--- src/rtl/fmax_reduce.sv ---
// Streaming FP32 max reducer: running maximum, argmax position and sticky NaN flag per packet.
// Optional FMAX_ARGMAX_EN implements the index counter/register; otherwise out_idx is tied to 0.
`timescale 1ns/1ps
module fmax_reduce #(
  parameter int IDX_W = 8
) (
  input  logic             clk,
  input  logic             rst_n,
  input  logic             Fmax_en,
  input  logic             in_valid,
  output logic             in_ready,
  input  logic [31:0]      in_data,
  input  logic             in_last,
  output logic             out_valid,
  input  logic             out_ready,
  output logic [31:0]      out_data,
  output logic [IDX_W-1:0] out_idx,
  output logic             out_nan
);

  typedef enum logic [1:0] {IDLE, ACCUM, HOLD} state_t;

  localparam logic [31:0] CANON_NAN = 32'hFFC00000;

  state_t      state_reg;
  logic [31:0] max_reg;
  logic        nan_reg;
  logic        out_valid_reg;
  logic        accept;
  logic        in_nan;
  logic        greater;

  // Sign-magnitude to unsigned ordering: positives above negatives, negatives reversed.
  function automatic logic [31:0] order_key(input logic [31:0] b);
    return b[31] ? ~b : {1'b1, b[30:0]};
  endfunction

  assign in_ready  = Fmax_en && (state_reg != HOLD);
  assign accept    = in_valid && in_ready;
  assign in_nan    = (in_data[30:23] == 8'hFF) && (in_data[22:0] != 23'd0);
  assign greater   = order_key(in_data) > order_key(max_reg);
  assign out_valid = out_valid_reg;
  assign out_data  = max_reg;
  assign out_nan   = nan_reg;

  always_ff @(posedge clk or negedge rst_n) begin
    if (!rst_n) begin
      state_reg     <= IDLE;
      max_reg       <= 32'h0;
      nan_reg       <= 1'b0;
      out_valid_reg <= 1'b0;
    end else begin
      case (state_reg)
        IDLE: begin
          if (accept) begin
            max_reg       <= in_nan ? CANON_NAN : in_data;
            nan_reg       <= in_nan;
            state_reg     <= in_last ? HOLD : ACCUM;
            out_valid_reg <= in_last;
          end
        end
        ACCUM: begin
          if (accept) begin
            // Once a NaN has been seen the result is frozen at the canonical NaN.
            if (!nan_reg) begin
              if (in_nan) begin
                nan_reg <= 1'b1;
                max_reg <= CANON_NAN;
              end else if (greater) begin
                max_reg <= in_data;
              end
            end
            if (in_last) begin
              state_reg     <= HOLD;
              out_valid_reg <= 1'b1;
            end
          end
        end
        HOLD: begin
          if (out_ready) begin
            state_reg     <= IDLE;
            max_reg       <= 32'h0;
            nan_reg       <= 1'b0;
            out_valid_reg <= 1'b0;
          end
        end
        default: begin
          state_reg     <= IDLE;
          out_valid_reg <= 1'b0;
        end
      endcase
    end
  end

`ifdef FMAX_ARGMAX_EN
  localparam logic [IDX_W-1:0] CNT_MAX = '1;

  logic [IDX_W-1:0] cnt_reg;
  logic [IDX_W-1:0] idx_reg;
  logic             take;

  // An ACCUM beat claims the index when it is the first NaN or a strict new maximum.
  assign take    = accept && (state_reg == ACCUM) && !nan_reg && (in_nan || greater);
  assign out_idx = idx_reg;

  always_ff @(posedge clk or negedge rst_n) begin
    if (!rst_n) begin
      cnt_reg <= '0;
      idx_reg <= '0;
    end else begin
      if (state_reg == IDLE) begin
        if (accept) begin
          cnt_reg <= IDX_W'(1);
          idx_reg <= '0;
        end
      end else if (state_reg == ACCUM) begin
        if (take)
          idx_reg <= cnt_reg;
        if (accept && (cnt_reg != CNT_MAX))
          cnt_reg <= cnt_reg + IDX_W'(1);
      end else if (out_ready) begin
        cnt_reg <= '0;
        idx_reg <= '0;
      end
    end
  end
`else
  assign out_idx = '0;
`endif

endmodule

--- config.mk ---
export PLATFORM = sky130hd
export DESIGN_NAME = fmax_reduce
export DESIGN_NICKNAME = d
export VERILOG_FILES = /design/src/rtl/fmax_reduce.sv
export SDC_FILE = /design/constraint.sdc
export NUM_CORES = 1
export LEC_CHECK = 0
export ABC_AREA = 1
export ABC_CLOCK_PERIOD_IN_PS = 2460
export BUFFER_PORTS_ARGS = -buffer_cell sky130_fd_sc_hd__buf_2
export CAP_MARGIN = 20
export CORE_UTILIZATION = 45
export CTS_CLUSTER_DIAMETER = 60
export DETAILED_ROUTE_END_ITERATION = 16
export PLACE_DENSITY = 0.66
export SYNTH_ARGS = -nofsm -noshare
export SYNTH_HDL_FRONTEND = slang
export SYNTH_SLANG_ARGS = --single-unit
export TNS_END_PERCENT = 20
--- constraint.sdc ---
create_clock -name clk -period 2.46 [get_ports clk]
set_input_delay 0.615 -clock clk [delete_from_list [all_inputs] [get_ports clk]]
set_output_delay 0.615 -clock clk [all_outputs]
set_load 0.05 [all_outputs]
==> flow_summary.yaml <==
floorplanning:
  start_util_pct: 46.32
  rows: 31
  core-area_um2: 7214
  die-area_um2: 7775
  die_w_um: 88.18
  io_pins: 81
  die_h_um: 88.18
clock_network:
  cts_htree_levels: 2
  cts_buffers: 5
  cts_tree: "done"
  clkTransAtPathRegs_ns: 0.08
  clock-root-buffer: "clkbuf_8"
  clk_path_buf_depth: 2
  cts.sinks: 35
  cts_hold_repair.buffers: 0
  clkLatencyLatePin_ns: 0.30
yosys:
  synth_edf_count: 0
  synthCells: 442
  synthArstFlopShare_pct: 100.0
  syn-cell-area_um2: 3342
  synth-warning-count: 0
  yosys_register_bits: 35
  yosysSeqAreaShare_pct: 26.21
  ys_types: 28
  syn_avg_cell_area_um2: 7.561
  synth-main-ff-cell: "dfrtp_1"
sta:
  period_share_pct: 97.44
  setup-tns-final_ns: 0
  period_needed_ns: 2.397
  finalHoldViolCount: 0
  setup_viol_count_final: 0
  timing.fmax_ghz: 0.4172
  finClkSkew_ns: 0.007533
  rsz0062_at_grt: "yes"
  slew_viol_final: 0
setup_path:
  path_depth: 17
  max_stage_delay_ns: 0.52
  critPathBufInv: 3
  worstSetupStartpoint: "out_data[31]$_DFFE_PN0P_"
  cpLargestDelayFamily: "simple AND/OR/NAND/NOR gates"
  cp-start-kind: "flop"
  crit_chain: "buf_12 > xnor2_1 > ha_1 > nand2_2 > nor2_2 > nand2_2 > inv_1 > nand2_1 > nand2_1 > nand2_1 > nand2_2 > nand2_2 > nand2_4 > nand2_8 > clkbuf_16 > nand2_1 > nand2_1"
  reg2reg_to: "out_data[11]$_DFFE_PN0P_"
  r2r_setup_slack_ns: 0.06
  slowest_stage: "dfrtp_2"
  setup.worst_path.end: "out_data[11]$_DFFE_PN0P_"
  r2r_cells: 17
  reg2reg_from: "out_data[31]$_DFFE_PN0P_"
  critPathArrivalTime_ns: 2.59
  criticalPathCategory: "reg2reg"
  critical_path.most_common_cell: "nand2_1"
  crit_path_end_kind: "flop"
  cp.required_ns: 2.66
  crit_fanout: 7
power:
  p_leak_uw: 0.002271
  ir_drop_mv: 0.8062
  total_power_uw: 6448
  p_sw_uw: 3436
  power.share.sequential_pct: 17.8
  p_clk_share_pct: 6.7
  swShare_pct: 53.28
  power.density_nw_per_um2: 1544
  power_frac_comb_pct: 75.5
  internal-power_uw: 3012
detailed_routing:
  wire_per_inst_um: 13.35
  ant_nets: 0
  viasPerCell: 4.857
  vias: 3060
  wl_um: 8410
  drcViolationCount: 0
  drt_pre_antenna_iters: 4
  drt-initial-drc-count: 128
global_routing:
  grt_max_degree: 36
  grt_pass1_vias: 2891
  grt_antenna_before_repair: 0
  globalRoute.totalOverflow: 0
  grt_usage_pct: 21.19
  grt_pass1_wl_um: 12850
placement:
  dp_hpwl_um: 6072
  dp_cells: 614
  gp_congestion: 0.8604
  portBuffers: 72
min_path:
  hp-class: "in2async"
final_layout:
  n_antenna_cell: 0
  multiInputGateArea_um2: 2158
  largest_register_ffs: 32
  area_growth_pct: 24.93
  layoutNonFillerInstCount: 630
  final_cell_mix: "93 x nand2_1, 72 x buf_2, 46 x inv_1"
  fin_nets: 604
  n_fill_cell: 722
  drive_above_1_share_pct: 27.50
  final_common_cell: "nand2_1"
  register_area_um2: 877.1
status:
  status: "finished, final reports clean"
run:
  drv_cap: 0
==> power groups by stage <==
stage	logic, uW	registers, uW	clock network [uW]
after floorplan	2520	1920	0
after global placement	4220	1120	0
after detailed placement	4320	1120	0
after CTS	4340	1110	451
after global routing	5380	1180	467
final	4870	1140	434
==> worst register-to-register path: stages, from the launching register on <==
cell and delay, ns:
dfrtp_2 0.52, buf_12 0.19, xnor2_1 0.12, ha_1 0.34, nand2_2 0.08, nor2_2 0.15, nand2_2 0.08, inv_1 0.06
nand2_1 0.04, nand2_1 0.05, nand2_1 0.06, nand2_2 0.06, nand2_2 0.06, nand2_4 0.10, nand2_8 0.10, clkbuf_16 0.18
nand2_1 0.06, nand2_1 0.05
==> what timing repair did <==
action                     CTS  global route
setup endpoints to repair    0            32
buffers inserted             0             3
resized for setup            0            24
==> worst min-delay path by stage <==
stage | slack (ns) | start | to
floorplan | 0.32 | rst_n | out_data[0]$_DFFE_PN0P_
global placement | 0.50 | out_data[13]$_DFFE_PN0P_ | out_data[13]$_DFFE_PN0P_
detailed placement | 0.50 | out_data[22]$_DFFE_PN0P_ | out_data[22]$_DFFE_PN0P_
CTS | 0.36 | rst_n | out_data[3]$_DFFE_PN0P_
global route | 0.39 | rst_n | out_data[4]$_DFFE_PN0P_
finish | 0.36 | rst_n | out_data[3]$_DFFE_PN0P_
==> cell usage after synthesis, drive strengths merged, types with 2 or more instances <==
cell type | number | share of area [%]
nand2 | 111 | 13
xnor2 | 31 | 8.1
o21ai | 6 | 1.0
inv | 47 | 5.3
nand4 | 9 | 1.7
xor2 | 31 | 8.1
nand3 | 38 | 5.7
a21oi | 17 | 2.7
nor2 | 45 | 5.3
ha | 36 | 13
dfrtp | 35 | 26
buf | 18 | 4.0
a21o | 2 | 0.45
o21a | 2 | 0.49
clkbuf | 10 | 3.2
==> logic make-up after synthesis <==
logic type                 Yosys count  synth area share, %
buffers and inverters               75                12.54
and+or+nand+nor                    206                26.81
other                                1               0.1122
adders and majority gates           36                13.48
AOI/OAI and AO/OA                   27                4.605
xor gates and xnor gates            62                16.25
DFF                                 35                26.21
==> through the flow <==
stage,setup WS [ns],area [um^2],utilization (%),hold slack (ns)
global placement,-0.1569,3841,53.24,0.5008
floorplan,0.005824,3400,-,0.3194
CTS,0.08557,3930,54.47,0.3640
global route,-0.1129,4175,57.87,0.3883
finish,0.06301,4175,57.87,0.3606
detailed placement,-0.2259,3841,53.24,0.5047
==> cell type report <==
class / instances / share of cell area, %
well taps: 99 / 2.967
clock inverters: 3 / 0.4795
multi-input cells: 339 / 51.69
flip-flops and latches: 35 / 21.01
repair buffers: 102 / 17.98
clock buffers: 5 / 1.648
inverters: 47 / 4.225
==> per-layer routing <==
layer	routed length, um	part of all wire (%)	track usage [%]	vias to the layer above
met2	4135	49	37.62	74
met1	3873	46	26.59	1425
met3	304	3.6	3.205	9
met4	96	1.1	5.865	0
met5	0	0	0	-
li1	-	-	-	1552
(Power assumes the default switching activity.)
